--- src/rtl/cdb_writeback_scheduler.sv ---
// Common Data Bus arbiter and register status (Qi) table for a Tomasulo core.
// One result is broadcast per cycle and written back only by the register's latest producer.
module cdb_writeback_scheduler #(
  parameter int NUM_FU = 3,
  parameter int TAGW   = 3,
  parameter int DW     = 16
) (
  input  logic                   clock,
  input  logic                   reset_n,
  input  logic                   issue_valid,
  input  logic [2:0]             issue_rd,
  input  logic [TAGW-1:0]        issue_tag,
  input  logic [2:0]             src_a_addr,
  input  logic [2:0]             src_b_addr,
  output logic [TAGW-1:0]        src_a_tag,
  output logic [TAGW-1:0]        src_b_tag,
  output logic                   src_a_fwd,
  output logic                   src_b_fwd,
  output logic [DW-1:0]          src_a_data,
  output logic [DW-1:0]          src_b_data,
  // Handshake: an FU holds fu_req/fu_tag/fu_data stable until it sees fu_grant;
  // the rising edge that ends a granted cycle consumes the result, a new one may follow next cycle.
  input  logic [NUM_FU-1:0]      fu_req,
  input  logic [NUM_FU*TAGW-1:0] fu_tag,
  input  logic [NUM_FU*DW-1:0]   fu_data,
  output logic [NUM_FU-1:0]      fu_grant,
  output logic                   cdb_valid,
  output logic [TAGW-1:0]        cdb_tag,
  output logic [DW-1:0]          cdb_data,
  output logic                   write,
  output logic [2:0]             address,
  output logic [DW-1:0]          data
);

  localparam int PW = (NUM_FU > 1) ? $clog2(NUM_FU) : 1;

  logic [TAGW-1:0]   qi [0:7];
  logic [PW-1:0]     ptr;
  logic [NUM_FU-1:0] elig;
  logic              win_valid;
  logic [PW-1:0]     win;
  logic [TAGW-1:0]   win_tag;
  logic [DW-1:0]     win_data;
  logic              match;
  logic [2:0]        match_r;

  // Requests are masked during reset so FUs keep their results pending.
  always_comb begin
    elig = '0;
    for (int i = 0; i < NUM_FU; i++)
      elig[i] = reset_n && fu_req[i] && (fu_tag[i*TAGW +: TAGW] != '0);
  end

  // Round-robin: first pass covers FUs above the pointer, second pass wraps to 0..ptr.
  always_comb begin
    win_valid = 1'b0;
    win       = '0;
    win_tag   = '0;
    win_data  = '0;
    fu_grant  = '0;
    for (int p = 0; p < 2; p++) begin
      for (int i = 0; i < NUM_FU; i++) begin
        if (!win_valid && elig[i] && ((p == 0) == (i > int'(ptr)))) begin
          win_valid   = 1'b1;
          win         = PW'(i);
          win_tag     = fu_tag[i*TAGW +: TAGW];
          win_data    = fu_data[i*DW +: DW];
          fu_grant[i] = 1'b1;
        end
      end
    end
  end

  // Renaming keeps each tag in at most one Qi entry, so a single match suffices.
  always_comb begin
    match   = 1'b0;
    match_r = '0;
    for (int r = 1; r < 8; r++) begin
      if (win_valid && (qi[r] == win_tag)) begin
        match   = 1'b1;
        match_r = 3'(r);
      end
    end
  end

  always_ff @(posedge clock) begin
    if (!reset_n) begin
      for (int r = 0; r < 8; r++) qi[r] <= '0;
      ptr       <= PW'(NUM_FU - 1);
      cdb_valid <= 1'b0;
      cdb_tag   <= '0;
      cdb_data  <= '0;
      write     <= 1'b0;
      address   <= '0;
      data      <= '0;
    end else begin
      cdb_valid <= win_valid;
      write     <= match;
      if (win_valid) begin
        ptr      <= win;
        cdb_tag  <= win_tag;
        cdb_data <= win_data;
      end
      if (match) begin
        address     <= match_r;
        data        <= win_data;
        qi[match_r] <= '0;
      end
      // Issue is applied last so a same-edge rename of the cleared register wins.
      if (issue_valid && (issue_rd != 3'd0)) qi[issue_rd] <= issue_tag;
    end
  end

  // Returns {fwd, tag, data}; a pending bank write is forwarded ahead of the Qi entry.
  function automatic logic [TAGW+DW:0] lookup(input logic [2:0] a);
    logic [TAGW+DW:0] res;
    res = '0;
    if (a != 3'd0) begin
      if (write && (address == a)) res = {1'b1, {TAGW{1'b0}}, data};
      else                         res = {1'b0, qi[a], {DW{1'b0}}};
    end
    return res;
  endfunction

  always_comb begin
    {src_a_fwd, src_a_tag, src_a_data} = lookup(src_a_addr);
    {src_b_fwd, src_b_tag, src_b_data} = lookup(src_b_addr);
  end

endmodule

--- config.mk ---
export PLATFORM = sky130hd
export DESIGN_NAME = cdb_writeback_scheduler
export DESIGN_NICKNAME = d
export VERILOG_FILES = /design/src/rtl/cdb_writeback_scheduler.sv
export SDC_FILE = /design/constraint.sdc
export NUM_CORES = 1
export LEC_CHECK = 0
export BUFFER_PORTS_ARGS = -buffer_cell sky130_fd_sc_hd__buf_2
export CAP_MARGIN = 10
export CORE_ASPECT_RATIO = 0.9
export CORE_MARGIN = 10
export CORE_UTILIZATION = 35
export DETAILED_ROUTE_END_ITERATION = 6
export PLACE_DENSITY = 0.58
export SETUP_SLACK_MARGIN = 0.4
export SYNTH_ARGS = -nofsm -noshare
export SYNTH_HDL_FRONTEND = slang
export SYNTH_SLANG_ARGS = --single-unit
--- constraint.sdc ---
create_clock -name clock -period 6.8 [get_ports clock]
set_clock_uncertainty 0.2 [all_clocks]
set_input_delay 1.02 -clock clock [delete_from_list [all_inputs] [get_ports clock]]
set_output_delay 1.02 -clock clock [all_outputs]
set_load 0.03 [all_outputs]
==> Word level (Yosys, flattened, before mapping) <==
Memories as Yosys holds them, arrays and structs flattened.
Index checks and enable logic that the tools add are counted.
{ "op_classes": {"n_lt_le_gt_ge": 2, "eq_ne": 9, "muxes": 55, "bitwise": 2, "reduce_logical": 36} }
{ "ops": {"columns": ["cell", "n"], "rows": [
  ["16-bit two-way mux", 5],
  ["20-bit two-way mux", 4],
  ["3-bit two-way mux", 15],
  ["3-bit == test", 9],
  ["1-bit two-way mux", 27],
  ["1-bit logical AND", 24],
  ["3-bit nonzero test", 6],
  ["2-bit two-way mux", 4],
  ["3-bit OR reduction", 2],
  ["1-bit zero test", 4],
  ["1-bit by 2-bit > comparator with 1-bit output (first input constant)", 1],
  ["2-bit > comparator (first input constant)", 1],
  ["1-bit NOT", 2]
]} }
{ "word_totals": {"register_bits": 42, "ramBits": 24, "in_bits": 75, "output_inout_bits": 83, "wordCells": 112, "memories": 1} }
{ "mem_list": {"columns": ["memory", "depth", "word_bits", "read_ports", "rd_ports_with_merged_regs", "write_ports", "line_no", "text"], "rows": [
  ["qi", 8, 3, 9, 0, 8, "37", "logic [TAGW-1:0] qi [0:7];"]
]} }

==> Depth between registers and ports, before layout <==
Gate-level depths: netlist of the first run.
{ "logic_depth": {"ltp_word": 33, "ltp_mapped": 12, "ltp_nobuf": 8} }

==> Worst setup path after synthesis of the first run <==
No wires, ideal clock.
{ "synth_timing": {"path_type": "in2out", "startpoint": "input port src_a_addr[0]", "endpoint": "output port src_a_data[10]", "t_arrival_ps": 2926, "t_required_ps": 5580, "slack_ps": 2654, "stages": 8, "n_path_buf": 2, "path_cell_list": "clkbuf_1 -> nor3b_1 -> a21oi_1 -> nor3_1 -> a31oi_1 -> nor2_1 -> clkbuf_1 -> and2_1"} }
{ "synth_via": {"elab_chain_len": 4, "word_cells_on_any_way": 5, "classes_between": "1 x eq/ne; 2 x mux; 2 x reduce/logical"} }
{ "synth_lines": {"columns": ["item", "line_no", "text"], "rows": [
  ["start: declaration", "13", "input logic [2:0] src_a_addr,"],
  ["3-bit == test", "119", "if (write && (address == a)) res = {1'b1, {TAGW{1'b0}}, data};"],
  ["1-bit logical AND", "119", null],
  ["20-bit two-way mux", "119", null],
  ["20-bit two-way mux (*)", "118", "if (a != 3'd0) begin"],
  ["end: declaration", "19", "output logic [DW-1:0] src_a_data,"]
]} }
Every way passes the cells marked *; elsewhere a longest branch is shown, timed or not.

==> flow_summary.toml, run 1 <==
[status]
status = "finished, violations left"
violations = "DRC"

[routing]
firstDrtPassIters = 7
drc_errors = 2
ant_nets = 0
via_per_inst = 5.45
wl_um = 14200
wl_per_cell_um = 19.7
drt_iter0_drc = 391
num_vias = 3935

[floorplanning]
ios = 158
start_util_pct = 35.8
fp.coreArea_sq_mm = 0.0115
die_h_um = 123
placementRows = 37
die_w_um = 134
die_area_sq_mm = 0.0165

[power]
power.leakage_uw = 0.00234
netSwitchingFraction_pct = 35.6
intPower_uw = 930
pwr-share-seq_pct = 35.8
ir_worst_vdd_mv = 0.100
p_switching_uw = 515
power_frac_clock_pct = 33.8
pwr-share-comb_pct = 30.4
p_per_area_mw_per_mm2 = 273
fin_total_pwr_uw = 1440

[timing]
fmax_mhz = 231
finalHoldViolations = 0
relSlewSlack_pct = 36.1
min_period_ps = 4330
tns_ps = 0
fin_crit_sh_pct = 63.6
slew_viol_final = 0
worst_pin_slew_ps = 955
rsz0062_at_grt = "no"
fin_hold_ws_ps = 255
setup_viol = 0
fin_ws_ps = 2470

[placement]
dp_slack_ps = 2200
io_buffers = 157
dpl.hpwl_um = 11100
dpl_cell_area_sq_mm = 0.00497
gp_congestion = 0.952

[logic_synthesis]
synthSimpleGateAreaFrac_pct = 22.2
synthMuxAreaShare_pct = 11.9
yosysTopAreaCell = "dfxtp_1"
synth_cell_types = 64
synthArstFlopShare_pct = 0
synth-edff-count = 24
synth-adder-area-share_pct = 0
synth_area_leaders = "dfxtp_1 (20%), edfxtp_1 (18%), and2_1 (8.7%)"
synth_compound_gate_area_share_pct = 20.0
synth.ff_latch_count = 66
syn_inst = 414
yosysTopAreaCellShare_pct = 20.4
avgSynthCellArea_sq_um = 9.94
yosys_warnings = 0
synth-xor-area-share_pct = 2.77
ys.flop_type = "dfxtp_1"
netlist_area_sq_mm = 0.00412
yosysSeqAreaShare_pct = 37.9
synth_top_family_by_area = "simple AND/OR/NAND/NOR gates"

[worst_setup_path]
startpoint_type = "input port"
crit_chain = "buf_2 > o311ai_2 > nor3_1 > o21a_1 > nor4_1 > o221ai_2 > o22ai_2 > or2_0 > o311ai_1"
slowest_stage = "o21a_1"
cp.arrival_ps = 4100
r2r-start = "ptr[1]$_SDFFE_PN1P_"
crit_buf_inv = 1
path_max_fanout = 34
end_kind = "flip-flop"
critPathRequiredTime_ps = 6580
critPathMaxStageDelay_ps = 540
critPathTopFamily = "compound AO/OA/AOI/OAI gates"
cp-startpoint = "reset_n"
crit_type = "in2reg"

[layout]
final_cell_mix = "buf_2 (157), and2_1 (57), nand2_1 (44)"
drive_gt1_share_pct = 37.5
fin_area_sq_mm = 0.00530
final_common_cell = "buf_2"
antenna_cells = 0
final_net_count = 636
syn_to_final_growth_pct = 28.7

[cts]
clock-sinks = 66
cts-root-buf = "clkbuf_16"
cts_setup_buffers = 0
cts_tree = "yes"
h-tree-depth = 3
cts_buffers = 9
clkTransAtPathRegs_ps = 60
cts_resized = 0
clk_latency_ps = 340
clockBufferDepth = 2
hold_buffers = 0

[global_routing]
grtUsageTotal_pct = 16.4
grt_pass1_vias = 3775
grt_max_degree = 35
antenna_found_initial = 0
grt_overflow = 0
grt_pass1_wl_um = 21300

[flow_run]
cap_viol_max_count = 0

[hold_path]
worstHoldStart = "cdb_data[15]$_SDFFE_PN0P_"
min_path_type = "reg2reg"
## worst paths after layout
path | end | slack, ps | depth (start not counted)
setup / recovery | qi[3][0]$_SDFFCE_PN0P_ | 2470 | 9
hold reg to reg | cdb_data[15]$_SDFFE_PN0P_ | 250 | 2
hold / removal | cdb_data[15]$_SDFFE_PN0P_ | 250 | 2
setup reg to reg | qi[3][0]$_SDFFCE_PN0P_ | 3380 | 8
## logic make-up after synthesis
logic type,Yosys count
compound gates,94
other cells,1
flops,66
mux,34
buf+inv,35
xor+xnor,13
simple gates,171
## cell type report
type	count	area, sq um
Fill cell	1121	6180
Clock buffer	10	250
Tap cell	156	195
Timing Repair Buffer	163	831
Inverter	6	22.5
Sequential cell	66	1560
Clock inverter	6	72.6
Multi-Input combinational cell	315	2360
## stage by stage
step,util [%],std cells
2_1_floorplan,-,416
3_3_place_gp,43.3,706
3_5_place_dp,43.3,706
4_1_cts,46.1,722
5_1_grt,46.1,722
6_report,46.1,722
## power by group through the flow
stage          Combinational, uW  Clock, uW  Sequential (uW)
4_1_cts                      442        497              516
3_3_place_gp                 436          0              522
2_1_floorplan                253          0              579
5_1_grt                      474        515              524
3_5_place_dp                 440          0              525
6_report                     439        489              517
## layer usage
metal	vias up	track usage, %	wire (um)
li1	1868	-	-
met1	1894	19.9	5750
met2	156	27.3	7020
met3	17	4.90	1200
met4	0	5.23	216
met5	-	0	0
## cell usage after synthesis (2+ instances only)
cell and instances:
and2_1 57, nand2_1 44, dfxtp_1 42, nor2_1 26
edfxtp_1 24, mux2i_1 22, a21oi_1 21, clkbuf_1 18
a222oi_1 16, nor4_1 15, o31a_1 15, mux4_2 12
nor3_1 9, xnor2_1 7, xor2_1 6, buf_6 5
o21a_1 4, o221ai_2 4, or3_1 4, a31oi_1 3
buf_4 3, inv_1 3, nor3b_1 3, or2_1 3
a2111oi_0 2, a221oi_2 2, inv_2 2, o21ai_0 2
o221ai_1 2, o22ai_1 2, o311ai_1 2, o32ai_1 2
## state kept, by name, summed over array words and instances, names as in the netlist
register / flops
cdb_data: 16
cdb_valid: 1
address: 3
qi: 24
write: 1
ptr: 2
data: 16
cdb_tag: 3
## tightest hold or removal path: cells and delay by family (launching register included)
family	cells	cell delay, ps
AND/OR/NAND/NOR	1	50
flip-flops	1	310
AO/OA/AOI/OAI	1	50
No activity file was read; power rests on OpenSTA's default activity.
==> inputs of run 2 (changes only) <==
--- a/config.mk
+++ b/config.mk
@@ -11,7 +11,7 @@
 export CORE_MARGIN = 10
 export CORE_UTILIZATION = 35
 export DETAILED_ROUTE_END_ITERATION = 6
-export PLACE_DENSITY = 0.58
+export PLACE_DENSITY = 0.61
 export SETUP_SLACK_MARGIN = 0.4
 export SYNTH_ARGS = -nofsm -noshare
 export SYNTH_HDL_FRONTEND = slang
==> constraint.sdc (replaced) <==
create_clock -name clock -period 3.46 [get_ports clock]
set_clock_uncertainty 0.2 [all_clocks]
set_input_delay 0.519 -clock clock [delete_from_list [all_inputs] [get_ports clock]]
set_output_delay 0.519 -clock clock [all_outputs]
set_load 0.03 [all_outputs]
==> run 2 against run 1 <==
  * The flow now finishes without violations
  * Sequential power grew 95%
  * Largest cell class unchanged
  * Critical path depth rose by 1
  * Largest power group unchanged
  * Worst hold slack worse by 3.4 ps
==> flow_summary.toml, run 2 (same netlist as run 1, synthesis figures left out) <==
[status]
status = "completed"

[layout]
final_common_cell = "buf_2"
antenna_cells = 0
final_net_count = 668
fillers = 1080
largestRegisters = "qi (24), cdb_data (16), data (16)"
syn_to_final_growth_pct = 42.7
largest_reg_flops = 24
top_register = "qi"
drive_gt1_share_pct = 45.2
final_cell_mix = "buf_2 (153), and2_1 (55), nand2_1 (44)"
fin_area_sq_mm = 0.00587

[floorplanning]
ios = 158
die_w_um = 134
die_area_sq_mm = 0.0165
fp.coreArea_sq_mm = 0.0115
die_h_um = 123
placementRows = 37
start_util_pct = 35.8

[global_routing]
grt_pass1_wl_um = 22400
grtUsageMet1_pct = 21.6
grt_use_met2_pct = 27.1
grt_overflow = 0
grt_max_degree = 30
grtUsageTotal_pct = 17.1
antenna_found_initial = 0
use_met3_pct = 5.96
busiest_layer = "met2"
grt_pass1_vias = 3952

[power]
power.leakage_uw = 0.00258
intPower_uw = 1910
p_switching_uw = 1060
pwr-share-seq_pct = 34.1
power_frac_clock_pct = 31.9
ir_worst_vdd_mv = 0.262
p_per_area_mw_per_mm2 = 505
pwr-share-comb_pct = 33.9
netSwitchingFraction_pct = 35.6

[worst_setup_path]
critPathTopFamily = "compound AO/OA/AOI/OAI gates"
worst-path-stages = 10
r2r-start = "ptr[1]$_SDFFE_PN1P_"
startpoint_type = "input port"
path_common_cell = "a221oi_4"
r2r-end = "qi[2][1]$_SDFFCE_PN0P_"
crit_end = "qi[2][1]$_SDFFCE_PN0P_"
crit_chain = "buf_6 > or3_4 > a221oi_4 > and2_4 > buf_12 > o31a_1 > o221ai_2 > or2_4 > a221oi_4 > a311o_1"
critPathRequiredTime_ps = 3300
slowest_stage = "or3_4"
crit_type = "in2reg"
reg2reg_slack_ps = 480
end_kind = "flip-flop"
path_max_fanout = 8
critPathMaxStageDelay_ps = 410
crit_buf_inv = 2
r2r_cells = 9
cp-startpoint = "fu_tag[6]"
cp.arrival_ps = 2880

[placement]
io_buffers = 157
dpl_cell_area_sq_mm = 0.00525
dp_slack_ps = 34.3
dpl.hpwl_um = 11600
gp_congestion = 0.894

[flow_run]
cap_viol_max_count = 0

[routing]
ant_nets = 0
drc_errors = 0
via_per_inst = 5.43
wl_per_cell_um = 20.0
drt_iter0_drc = 320
wl_um = 15100
num_vias = 4096
firstDrtPassIters = 7

[timing]
tns_ps = 0
fin_ws_ps = 415
slew_viol_final = 0
min_period_ps = 3050
relSlewSlack_pct = 58.2
fmax_mhz = 328
fin_crit_sh_pct = 88.0
rsz0062_at_grt = "yes"
worst_pin_slew_ps = 627
setup_viol = 0
fin_hold_ws_ps = 251
finalHoldViolations = 0

[cts]
clockBufferDepth = 2
hold_buffers = 0
clock-sinks = 66
clk_latency_ps = 330
h-tree-depth = 3
cts-root-buf = "clkbuf_16"
cts_buffers = 9
clkTransAtPathRegs_ps = 50
cts_tree = "yes"

[hold_path]
worstHoldStart = "cdb_data[9]$_SDFFE_PN0P_"
min_path_type = "reg2reg"
run 2: layout make-up:
cell class / count / area, sq um / area share [%]
Clock buffer: 10 / 250 / 4.26
Inverter: 6 / 22.5 / 0.383
Clock inverter: 6 / 61.3 / 1.04
Multi-Input combinational cell: 316 / 2600 / 44.3
Timing Repair Buffer: 194 / 1180 / 20.1
Tap cell: 156 / 195 / 3.32
Sequential cell: 66 / 1560 / 26.6
run 2: worst min-delay path: stages, from the launching register on:
cell,delay (ps)
dfxtp_1,300
nand2_1,50
a21oi_1,50
run 2: what timing repair did:
item / 4_1_cts / 5_1_grt
gates cloned: 1 / 2
endpoints found under the setup margin: 9 / 31
setup buffers: 1 / 1
pin swaps: 5 / 18
resized for setup: 15 / 26
run 2: stage by stage:
step                instances  utilization (%)  total power [uW]
CTS                       751             49.4              2940
global route              754             51.2              3100
detailed placement        733             45.7              1970
finish                    754             51.2              2970
global placement          733             45.7              1960
floorplan                 416                -              1640
run 2: worst min path at each step:
stage / end / depth (start not counted) / slack (ps)
global placement: cdb_data[10]$_SDFFE_PN0P_ / 2 / 240
CTS: cdb_data[9]$_SDFFE_PN0P_ / 2 / 250
finish: cdb_data[9]$_SDFFE_PN0P_ / 2 / 250
global route: cdb_data[2]$_SDFFE_PN0P_ / 2 / 260
floorplan: ptr[0]$_SDFFE_PN0P_ / 2 / 320
detailed placement: cdb_data[9]$_SDFFE_PN0P_ / 2 / 240
run 2: layer usage:
layer  vias up  share of wire (%)  wire length (um)
li1       1935                  -                 -
met1      1971                 44              6570
met2       177                 46              7000
met3        13                8.9              1350
met4         0                1.0               156
met5         -                  0                 0
run 2: power by group through the flow:
stage	Clock, uW	Combinational, uW	Sequential, uW
after global routing	992	1080	1030
after global placement	0	934	1020
after floorplan	0	501	1140
final	947	1010	1010
after CTS	963	970	1010
after detailed placement	0	942	1030
